$ cat config.mk
export PLATFORM = sky130hd
export DESIGN_NAME = xor_diff_decoder_4b_flat
export DESIGN_NICKNAME = d
export VERILOG_FILES = /design/src/rtl/xor_diff_decoder_4b_if.sv /design/src/rtl/xor_diff_decoder_4b.sv /design/src/flat_wrapper.sv
export SDC_FILE = /design/constraint.sdc
export NUM_CORES = 1
export LEC_CHECK = 0
export ABC_CLOCK_PERIOD_IN_PS = 1500
export CAP_MARGIN = 20
export CORE_UTILIZATION = 39
export CTS_CLUSTER_SIZE = 28
export DETAILED_ROUTE_END_ITERATION = 6
export GPL_TIMING_DRIVEN = 0
export HOLD_SLACK_MARGIN = 0.03
export PLACE_DENSITY = 0.68
export SYNTH_ARGS = -nofsm -noshare
export SYNTH_HDL_FRONTEND = slang
export SYNTH_SLANG_ARGS = --single-unit
$ cat constraint.sdc
create_clock -name clk -period 1.5 [get_ports clk]
set_clock_uncertainty 0.15 [all_clocks]
set_input_delay 0.15 -clock clk [delete_from_list [all_inputs] [get_ports clk]]
set_output_delay 0.15 -clock clk [all_outputs]
set_load 0.03 [all_outputs]
$ cat src/rtl/xor_diff_decoder_4b_if.sv
// Valid/ready nibble stream bundle for the XOR differential decoder.
// Input stream (in_*) and output stream (out_*) share one interface.
interface xor_diff_decoder_4b_if #(
    parameter int WIDTH = 4
);
    logic             in_valid;
    logic             in_ready;
    logic [WIDTH-1:0] in_data;
    logic             in_last;
    logic             out_valid;
    logic             out_ready;
    logic [WIDTH-1:0] out_data;
    logic             out_last;

    // Driver/consumer side: sources encoded beats and sinks decoded beats.
    modport master (
        output in_valid, in_data, in_last, out_ready,
        input  in_ready, out_valid, out_data, out_last
    );

    // Decoder side.
    modport slave (
        input  in_valid, in_data, in_last, out_ready,
        output in_ready, out_valid, out_data, out_last
    );
endinterface

$ cat src/rtl/xor_diff_decoder_4b.sv
// Streaming XOR-chain differential decoder with a per-frame check nibble,
// a frame counter and a single registered output stage.
module xor_diff_decoder_4b #(
    parameter int               WIDTH = 4,
    parameter logic [WIDTH-1:0] INIT  = '0
) (
    input  logic                 clk,
    input  logic                 rst_n,
    xor_diff_decoder_4b_if.slave bus,
    output logic                 frame_done,
    output logic                 frame_err,
    output logic [7:0]           frame_cnt
);

    typedef enum logic {
        S_IDLE,
        S_BODY
    } state_t;

    state_t           r_state;
    logic [WIDTH-1:0] r_prev;
    logic [WIDTH-1:0] r_acc;
    logic [WIDTH-1:0] r_out_data;
    logic             r_out_last;
    logic             r_out_valid;
    logic             r_frame_done;
    logic             r_frame_err;
    logic [7:0]       r_frame_cnt;

    logic             w_in_ready;
    logic             w_accept;
    logic [WIDTH-1:0] w_hist;
    logic [WIDTH-1:0] w_acc_cur;
    logic [WIDTH-1:0] w_decoded;
    logic             w_chk_err;

    // The output register may be refilled in the same cycle it drains.
    assign w_in_ready = rst_n & (~r_out_valid | bus.out_ready);
    assign w_accept   = bus.in_valid & w_in_ready;

    // First beat of a frame uses INIT as history and an empty check accumulator.
    assign w_hist     = (r_state == S_IDLE) ? INIT : r_prev;
    assign w_acc_cur  = (r_state == S_IDLE) ? '0   : r_acc;
    assign w_decoded  = bus.in_data ^ w_hist;
    assign w_chk_err  = (w_decoded != w_acc_cur);

    always_ff @(posedge clk) begin
        if (!rst_n) begin
            r_state      <= S_IDLE;
            r_prev       <= INIT;
            r_acc        <= '0;
            r_out_data   <= '0;
            r_out_last   <= 1'b0;
            r_out_valid  <= 1'b0;
            r_frame_done <= 1'b0;
            r_frame_err  <= 1'b0;
            r_frame_cnt  <= '0;
        end else begin
            // NOTE: non-blocking assignments so every register samples the
            // pre-edge values; the default below makes frame_done a pulse.
            r_frame_done <= 1'b0;
            if (w_accept) begin
                r_out_data  <= w_decoded;
                r_out_last  <= bus.in_last;
                r_out_valid <= 1'b1;
                r_prev      <= bus.in_data;
                if (bus.in_last) begin
                    r_state      <= S_IDLE;
                    r_acc        <= '0;
                    r_frame_done <= 1'b1;
                    r_frame_err  <= w_chk_err;
                    r_frame_cnt  <= r_frame_cnt + 8'd1;
                end else begin
                    r_state <= S_BODY;
                    r_acc   <= w_acc_cur ^ w_decoded;
                end
            end else if (r_out_valid && bus.out_ready) begin
                r_out_valid <= 1'b0;
            end
        end
    end

    assign bus.in_ready  = w_in_ready;
    assign bus.out_valid = r_out_valid;
    assign bus.out_data  = r_out_data;
    assign bus.out_last  = r_out_last;
    assign frame_done    = r_frame_done;
    assign frame_err     = r_frame_err;
    assign frame_cnt     = r_frame_cnt;

endmodule

$ cat src/flat_wrapper.sv
// flat-port wrapper written by rule: the top's interface ports become plain ports
module xor_diff_decoder_4b_flat 
#(
    parameter int               WIDTH = 4,
    parameter logic [WIDTH-1:0] INIT  = '0
)
  (clk, rst_n, frame_done, frame_err, frame_cnt, bus_in_valid, bus_in_data, bus_in_last, bus_out_ready, bus_in_ready, bus_out_valid, bus_out_data, bus_out_last);
  xor_diff_decoder_4b_if #(.WIDTH(WIDTH)) bus_i ();
  input  logic clk;
  input  logic rst_n;
  output logic frame_done;
  output logic frame_err;
  output logic [7:0] frame_cnt;
  input wire logic [$bits(bus_i.in_valid)-1:0] bus_in_valid;
  input wire logic [$bits(bus_i.in_data)-1:0] bus_in_data;
  input wire logic [$bits(bus_i.in_last)-1:0] bus_in_last;
  input wire logic [$bits(bus_i.out_ready)-1:0] bus_out_ready;
  output wire logic [$bits(bus_i.in_ready)-1:0] bus_in_ready;
  output wire logic [$bits(bus_i.out_valid)-1:0] bus_out_valid;
  output wire logic [$bits(bus_i.out_data)-1:0] bus_out_data;
  output wire logic [$bits(bus_i.out_last)-1:0] bus_out_last;
  assign bus_i.in_valid = bus_in_valid;
  assign bus_i.in_data = bus_in_data;
  assign bus_i.in_last = bus_in_last;
  assign bus_i.out_ready = bus_out_ready;
  assign bus_in_ready = bus_i.in_ready;
  assign bus_out_valid = bus_i.out_valid;
  assign bus_out_data = bus_i.out_data;
  assign bus_out_last = bus_i.out_last;
  xor_diff_decoder_4b #(.WIDTH(WIDTH), .INIT(INIT)) u_core (.clk(clk), .rst_n(rst_n), .bus(bus_i), .frame_done(frame_done), .frame_err(frame_err), .frame_cnt(frame_cnt));
endmodule
==> impl_metrics.ini, run 1 <==
[clock_tree]
cts_tree = done
cts.sinks = 25
clkTransAtPathRegs_ps = 140
clock_tree.root_cell = clkbuf_4
clockBufferDepth = 2
cts_inserted_buffers = 3
clock_latency_ps = 330
ctsHtreeMaxLevel = 1

[synth]
synth-edff-count = 0
seq_area_frac_synth_pct = 42.5
yosysMostFrequentCell = dfxtp_1
synth_seq_cells = 25
ys.flop_type = dfxtp_1
ys_warn_count = 0
synth-compound-area-share_pct = 19.0
synth_area_sq_mm = 0.00118
synthesis.nets = 147
synth_fa_ha_area_share_pct = 1.06
synth-simple-area-share_pct = 25.1
synth_top_cells_by_count = dfxtp_1, nand2_1, o21ai_0
synth_top_family_by_area = simple AND/OR/NAND/NOR gates
synth_top_area_share_pct = 42.5
yosys-top-cells-area = dfxtp_1, xor2_1, nand2_1
synth_mux_area_share_pct = 1.70
yosysUniqueCellTypes = 33
synthCells = 137
synth_xor_xnor_area_share_pct = 7.44
post-synth-top-area-cell = dfxtp_1
syn_area_per_cell_sq_um = 8.59
ys_async_sr_fraction_pct = 0

[layout]
drive_above_1_share_pct = 20.2
final_nets = 179
multi_input_area_sq_um = 673
regArea_sq_um = 514
fin_util_pct = 54.9
syn_to_final_growth_pct = 30.7
fillerInstances = 264
num_antenna_cells = 0

[outcome]
violations = design-rule violations
status = finished with violations

[setup_path]
crit_buf_inv = 1
path_delay_family = flip-flops
slowest_stage = dfxtp_2
rr_worst_depth = 4
path_class = reg -> out
required_ps = 1200
r2r-end = u_core.frame_err$_SDFFE_PN0P_
regToRegSetupSlack_ps = 30
crit_fanout = 5
cpPeakStageDelay_ps = 360
endpoint_kind = primary output
r2r-start = u_core.r_prev[1]$_SDFFE_PN0P_
crit_arrival_ps = 1190
crit_chain = and2b_2 > nor2_1 > buf_4
cp-start-kind = register

[timing]
worst_pin_slew_ps = 315
finalWorstSetupSlack_ps = 14.9
fin_crit_sh_pct = 99.0
slew_violations = 0
fmax_mhz = 673
setup_violations = 0
rsz0062_at_grt = true
hold_viol_final = 0
slew_headroom_pct = 79.1
period_needed_ps = 1490

[power]
power_density_mw_per_mm2 = 811
leakage_nw = 0.646
p_total_mw = 1.25
vdd_drop_max_uv = 626

[route]
first_iter_violations = 39
wl_per_cell_microns = 13.1
via_per_inst = 5.35
drc = 4
ant_nets = 0
wl_microns = 2610
firstDrtPassIters = 6
vias = 1065

[global_routing]
grt_usage_pct = 17.6
grt-ovfl-total = 0
grt_pass1_wl_microns = 4550
grt_antenna_before_repair = 0
grt_pass1_vias = 1026
grt_max_degree = 15

[die]
start_util_pct = 42.0
die_w_microns = 56.9
die_h_microns = 56.9
dieArea_sq_mm = 0.00324
boundaryPins = 26
fp-row-count = 19
core_sq_mm = 0.00281

[worst_hold_path]
hold_path.class = in -> reg
min_to = u_core.bus.out_valid$_SDFFE_PN0P_
hold_depth = 3
hp-start = bus_in_valid

[run]
cap_viol_max_count = 0

[placed_design]
port_buffers = 24
hpwl_microns = 1890
place_ws_ps = -894
place.gp.congestion = 0.768
kinds of logic (layout without fill, tap and decap cells):
| logic type | count (synthesis) | count (layout) |
|---|---|---|
| adder cells (fa/ha/maj) | 1 | 1 |
| XOR/XNOR | 10 | 10 |
| AO/OA/AOI/OAI | 37 | 37 |
| AND/OR/NAND/NOR | 54 | 54 |
| flip-flops | 25 | 25 |
| buffers and inverters | 8 | 39 |
| multiplexers | 2 | 2 |
metal layers:
layer	up-vias	part of all wire [%]	global-route usage [%]
li1	545	-	-
met1	504	46	21.7
met2	14	50	31.4
met3	2	3.6	4.31
met4	0	0.65	3.14
met5	-	0	0
where the power goes:
part | switching (mW) | internal [mW]
sequential | 0.0237 | 0.696
combinational | 0.134 | 0.0885
clock | 0.206 | 0.100
total | 0.364 | 0.884
metrics by stage:
| stage | instance area, sq um | hold WS [ps] | setup TNS (ps) | std cells |
|---|---|---|---|---|
| final | 1540 | 3.41 | 0 | 199 |
| after global routing | 1540 | 31.9 | -93.4 | 199 |
| after CTS | 1490 | 158 | 0 | 197 |
| after detailed placement | 1460 | 307 | -7200 | 192 |
| after global placement | 1460 | 302 | -6450 | 192 |
| after floorplan | 1180 | 109 | 0 | 137 |
timing repair:
| item | 4_1_cts | 5_1_grt |
|---|---|---|
| setup buffers | 0 | 2 |
| gates resized for setup | 29 | 10 |
| endpoints found under the hold margin | 1 | 0 |
| endpoints found under the setup margin | 20 | 11 |
| pin swaps | 0 | 2 |
| hold buffers | 1 | 0 |
cells in the final DEF (no fill, tap or decap), types with 3 or more instances in the layout:
cell type	n
a211oi_1	4
inv_1	3
nand3_1	5
xor2_1	9
clkbuf_4	3
a21oi_1	9
nand2_1	21
dfxtp_1	16
clkdlybuf4s50_1	5
buf_4	4
buf_2	3
nor2_1	9
dfxtp_2	8
o21ai_0	14
a21boi_0	3
dlygate4sd2_1	16
or3_1	3
worst reg2reg max path, stage by stage, from the launching register on:
cell	delay [ps]
dfxtp_4	390
xor2_2	180
a21o_1	200
a2111oi_2	320
a211oi_1	120
how the worst max path moves through the flow:
stage | slack [ps] | from | cells after the start | end
final | 10 | u_core.bus.out_valid$_SDFFE_PN0P_ | 3 | bus_in_ready
after global routing | -50 | u_core.r_prev[1]$_SDFFE_PN0P_ | 4 | u_core.frame_err$_SDFFE_PN0P_
after CTS | 3 | u_core.r_prev[1]$_SDFFE_PN0P_ | 4 | u_core.frame_err$_SDFFE_PN0P_
after detailed placement | -890 | rst_n | 5 | bus_in_ready
after global placement | -890 | rst_n | 5 | bus_in_ready
after floorplan | 30 | u_core.frame_cnt[2]$_SDFFE_PN0P_ | 4 | u_core.frame_cnt[7]$_SDFFE_PN0P_
registers in the layout, indices dropped and copies added, names as in the netlist:
| register | count |
|---|---|
| u_core.bus.out_last | 1 |
| u_core.frame_done | 1 |
| u_core.frame_cnt | 8 |
| u_core.r_state | 1 |
| u_core.r_prev | 4 |
| u_core.bus.out_valid | 1 |
| u_core.bus.out_data | 4 |
| u_core.r_acc | 4 |
| u_core.frame_err | 1 |
cell type report:
type                    count  share of cell area [%]
well taps                  31                    2.52
clock inverters             1                   0.325
multi-input cells         104                    43.7
plain buffers               5                    1.79
repair buffers             27                    16.0
clock buffers               3                    1.46
flip-flops and latches     25                    33.4
inverters                   3                   0.732
Power figures use the tool's default switching activity.
==> inputs of run 2 (changes only) <==
--- a/config.mk
+++ b/config.mk
@@ -12,7 +12,7 @@
 export DETAILED_ROUTE_END_ITERATION = 6
 export GPL_TIMING_DRIVEN = 0
 export HOLD_SLACK_MARGIN = 0.03
-export PLACE_DENSITY = 0.68
+export PLACE_DENSITY_LB_ADDON = 0.15
 export SYNTH_ARGS = -nofsm -noshare
 export SYNTH_HDL_FRONTEND = slang
 export SYNTH_SLANG_ARGS = --single-unit
==> run 2 against run 1 <==
The run still ends with design-rule violations left. Power rose by 0.83%. Core utilization is 0.27 points lower. Setup slack gained 38 ps. Combinational power barely moved. Non-clock buffer count decreased by 2. Routed wire length shrank 2.6%. Design area shrank 0.49%. Die area unchanged. Global-route usage decreased by 0.19 points. Clock power increased by 5%. Via count fell by 1.3%. Final cell count fell by 1.0%. Critical path type unchanged. Critical endpoint unchanged.
==> impl_metrics.ini, run 2 (same netlist as run 1, synthesis figures left out) <==
[outcome]
status = finished with violations
violations = design-rule violations

[clock_tree]
ctsHtreeMaxLevel = 1
cts_tree = done
cts_inserted_buffers = 3
post_cts_buffers = 0
clock_tree.root_cell = clkbuf_4
cts.sinks = 25
clock_latency_ps = 330
clockBufferDepth = 2
clkTransAtPathRegs_ps = 140

[global_routing]
grt_max_degree = 16
grt_usage_pct = 17.4
grt_antenna_before_repair = 0
grt_pass1_vias = 962
grt_pass1_wl_microns = 4480
grt-ovfl-total = 0

[setup_path]
slowest_stage = dfxtp_2
cp-start-kind = register
rr_worst_depth = 5
endpoint_kind = primary output
crit_chain = and2b_2 > nor2_2 > buf_6
r2r-end = u_core.r_prev[1]$_SDFFE_PN0P_
critPathLaunch = u_core.bus.out_valid$_SDFFE_PN0P_
crit_fanout = 5
cpPeakStageDelay_ps = 360
r2r-start = u_core.bus.out_valid$_SDFFE_PN0P_
crit_arrival_ps = 1150
critPathCapture = bus_in_ready
path_class = reg -> out
required_ps = 1200
regToRegSetupSlack_ps = 60

[power]
vdd_drop_max_uv = 807
p_total_mw = 1.26
power_density_mw_per_mm2 = 822
leakage_nw = 0.612

[route]
drc = 2
wl_microns = 2540
first_iter_violations = 46
ant_nets = 0
vias = 1051
via_per_inst = 5.34
firstDrtPassIters = 6
wl_per_cell_microns = 12.9

[placed_design]
port_buffers = 24
hpwl_microns = 1850
place.gp.congestion = 0.731

[worst_hold_path]
hold_path.class = in -> reg
hp-start = rst_n
hold_depth = 3

[die]
fp-row-count = 19
boundaryPins = 26
dieArea_sq_mm = 0.00324
start_util_pct = 42.0
core_sq_mm = 0.00281
die_w_microns = 56.9
die_h_microns = 56.9

[timing]
rsz0062_at_grt = true
fin_crit_sh_pct = 96.5
whs_ps = 147
setup_violations = 0
fmax_mhz = 691
period_needed_ps = 1450
worst_pin_slew_ps = 308
hold_viol_final = 0
slew_headroom_pct = 79.6
slew_violations = 0

[layout]
num_antenna_cells = 0
layout_commonest_cell = nand2_1
mostFrequentLayoutCells = nand2_1, dfxtp_1, o21ai_0, dlygate4sd2_1
syn_to_final_growth_pct = 30.1
largest_reg_flops = 8
final_nets = 177
drive_above_1_share_pct = 21.1

[run]
cap_viol_max_count = 0
[run 2: changes by cell type in the layout (fill, tap and decap cells not counted), sizes merged]
| cell | delta |
|---|---|
| clkinv | -1 |
| clkdlybuf4s15 | +3 |
| dlygate4sd2 | -4 |
| dlymetal6s2s | -1 |
| clkdlybuf4s50 | +1 |
| buf | -3 |
| clkbuf | +2 |
| clkinvlp | +1 |
[run 2: worst max-delay path, delay by kind of cell, from the launching register on]
family | cells | cell delay, ps
simple gates | 2 | 340
flops | 1 | 360
buf+inv | 1 | 130
[run 2: through the flow]
step	setup TNS [ps]	setup slack, ps	util, %	instance area, sq um	cells
global placement	-6630	-903	52.1	1460	192
global route	-73.7	-35.0	54.6	1530	197
finish	0	52.9	54.6	1530	197
CTS	0	10.9	53.0	1490	197
floorplan	0	29.9	-	1180	137
detailed placement	-7160	-914	52.1	1460	192
[run 2: how the worst min path moves through the flow]
stage,end,slack (ps)
CTS,u_core.frame_cnt[5]$_SDFFE_PN0P_,140
detailed placement,u_core.bus.out_last$_SDFFE_PN0P_,300
floorplan,u_core.r_prev[0]$_SDFFE_PN0P_,110
finish,u_core.frame_cnt[6]$_SDFFE_PN0P_,150
global route,u_core.frame_cnt[5]$_SDFFE_PN0P_,140
global placement,u_core.bus.out_last$_SDFFE_PN0P_,300
[run 2: report_power, final]
group	switching (mW)	internal, mW
Clock	0.218	0.102
Combinational	0.133	0.0887
Sequential	0.0232	0.695
Total	0.373	0.885
[run 2: what timing repair did]
action	in CTS	in global routing
resized for setup	27	22
setup endpoints to repair	18	15
endpoints found under the hold margin	1	0
pin swaps	0	1
hold buffers	1	0
[run 2: per-layer routing]
layer | GRT usage (%) | wire, microns | share of wire, % | vias to the layer above
met1 | 25.5 | 1290 | 51 | 488
met4 | 4.18 | 16 | 0.63 | 0
met2 | 25.4 | 1140 | 45 | 19
met5 | 0 | 0 | 0 | -
met3 | 4.76 | 99 | 3.9 | 2
li1 | - | - | - | 542
[run 2: area by class of cell]
cell class,count,area [sq um]
fill,267,1270
multi-input combinational,104,671
sequential,25,518
timing repair buffer,25,233
tap,31,38.8
buffer,5,30.0
clock buffer,3,22.5
inverter,3,11.3
clock inverter,1,7.51
==> inputs of run 3 (changes only) <==
--- a/config.mk
+++ b/config.mk
@@ -16,3 +16,4 @@
 export SYNTH_ARGS = -nofsm -noshare
 export SYNTH_HDL_FRONTEND = slang
 export SYNTH_SLANG_ARGS = --single-unit
+export TNS_END_PERCENT = 30
==> run 3 against run 2 <==
The flow still finishes with violations (design-rule violations). Clock power fell by 4%. Setup slack worse by 24 ps. Non-clock buffer count rose by 1. Clock-buffer cell count did not move. Sequential power hardly changed. Combinational power is essentially flat. Critical path type is now reg -> reg. Via count up 2.3%. Fmax shrank 1.6%. Design area increased by 0.16%. Final cell count rose by 0.51%.
==> impl_metrics.ini, run 3 (same netlist as run 1, synthesis figures left out) <==
[global_routing]
grt_usage_pct = 18.0
grt_antenna_before_repair = 0
grt_pass1_wl_microns = 4490
grt_max_degree = 15
grt_pass1_vias = 957
grt-ovfl-total = 0

[clock_tree]
clock_tree.root_cell = clkbuf_4
ctsHtreeMaxLevel = 1
clockBufferDepth = 2
clkTransAtPathRegs_ps = 130
clock_latency_ps = 320
cts_inserted_buffers = 3
cts_tree = done
cts.sinks = 25

[layout]
syn_to_final_growth_pct = 30.3
final_nets = 178
mostFrequentLayoutCells = nand2_1, dfxtp_1, o21ai_0, dlygate4sd2_1
final_area_sq_mm = 0.00153
layout_commonest_cell = nand2_1
num_antenna_cells = 0
drive_above_1_share_pct = 19.2
largest_reg_flops = 8

[setup_path]
crit_arrival_ps = 1540
required_ps = 1560
crit_chain = xor2_1 > a21boi_0 > nor4_1 > a211oi_1
rr_worst_depth = 4
cpPeakStageDelay_ps = 400
crit_fanout = 3
path_class = reg -> reg
slowest_stage = dfxtp_1
r2r-start = u_core.r_prev[2]$_SDFFE_PN0P_
r2r-end = u_core.frame_err$_SDFFE_PN0P_
cp-start-kind = register
regToRegSetupSlack_ps = 30
endpoint_kind = register

[timing]
rsz0062_at_grt = true
slew_violations = 0
worst_pin_slew_ps = 309
whs_ps = 73.5
fin_crit_sh_pct = 98.1
period_needed_ps = 1470
setup_violations = 0
tns_ps = 0
hold_viol_final = 0
fmax_mhz = 680
slew_headroom_pct = 79.5

[outcome]
status = finished with violations
violations = design-rule violations

[placed_design]
hpwl_microns = 1910
place_area_sq_mm = 0.00146
port_buffers = 24
place.gp.congestion = 0.716

[die]
core_sq_mm = 0.00281
die_h_microns = 56.9
die_w_microns = 56.9
dieArea_sq_mm = 0.00324
boundaryPins = 26
start_util_pct = 42.0
fp-row-count = 19

[worst_hold_path]
hold_path.class = in -> reg
hold_depth = 3
hp-start = rst_n
min_to = u_core.frame_cnt[6]$_SDFFE_PN0P_

[power]
p_total_mw = 1.25
leakage_nw = 0.627
vdd_drop_max_uv = 511
power_density_mw_per_mm2 = 813

[route]
ant_nets = 0
wl_microns = 2690
first_iter_violations = 47
vias = 1075
via_per_inst = 5.43
wl_per_cell_microns = 13.6
firstDrtPassIters = 6
drc = 2

[run]
cap_viol_max_count = 0
==> run 3: cell count changes in the layout (fill, tap and decap cells not counted), sizes merged <==
| cell | change |
|---|---|
| clkdlybuf4s50 | -1 |
| clkinv | +1 |
| clkinvlp | -1 |
| dlygate4sd3 | +1 |
| dlymetal6s2s | +1 |
==> run 3: layout make-up <==
type / instances / area, sq um
fill: 272 / 1270
multi-input combinational: 104 / 666
sequential: 25 / 517
timing repair buffer: 26 / 244
tap: 31 / 38.8
buffer: 5 / 30.0
clock buffer: 3 / 22.5
inverter: 3 / 11.3
clock inverter: 1 / 5.00
==> run 3: timing repair <==
action,4_1_cts,5_1_grt
pin swaps,0,1
setup endpoints to repair,18,17
endpoints found under the hold margin,1,1
resized for setup,25,24
hold buffers,1,1
buffers inserted,0,0
==> run 3: stage by stage <==
stage	cells	util (%)	worst slack (ps)
after floorplan	137	-	-44.0
after global placement	192	52.1	-904
after detailed placement	192	52.1	-931
after CTS	197	53.0	-202
after global routing	198	54.7	-46.8
final	198	54.7	29.2
==> run 3: critical path, delay by kind of cell (launching register included) <==
kind | cells | cell delay [ps]
simple gates | 1 | 320
flops | 1 | 400
compound gates | 2 | 260
xor+xnor | 1 | 230
==> run 3: report_power, final <==
group,switching [mW],internal (mW)
clock,0.206,0.100
sequential,0.0237,0.694
combinational,0.134,0.0889
total,0.363,0.883
==> run 3: worst max path at each step <==
stage	start	to	slack (ps)	depth (start not counted)
after CTS	rst_n	bus_in_ready	-200	5
after detailed placement	rst_n	bus_in_ready	-930	5
after global placement	rst_n	bus_in_ready	-900	5
after global routing	u_core.bus.out_valid$_SDFFE_PN0P_	u_core.r_prev[2]$_SDFFE_PN0P_	-50	5
after floorplan	u_core.frame_cnt[0]$_SDFFE_PN0P_	u_core.frame_cnt[4]$_SDFFE_PN0P_	-40	4
final	u_core.r_prev[2]$_SDFFE_PN0P_	u_core.frame_err$_SDFFE_PN0P_	30	4
==> run 3: routing by layer <==
metal | vias to the layer above | GRT usage (%) | share of wire [%] | wire length (microns)
li1 | 544 | - | - | -
met1 | 494 | 24.4 | 49 | 1310
met2 | 33 | 27.7 | 46 | 1220
met3 | 4 | 4.08 | 4.4 | 119
met4 | 0 | 7.32 | 1.5 | 39
met5 | - | 0 | 0 | 0
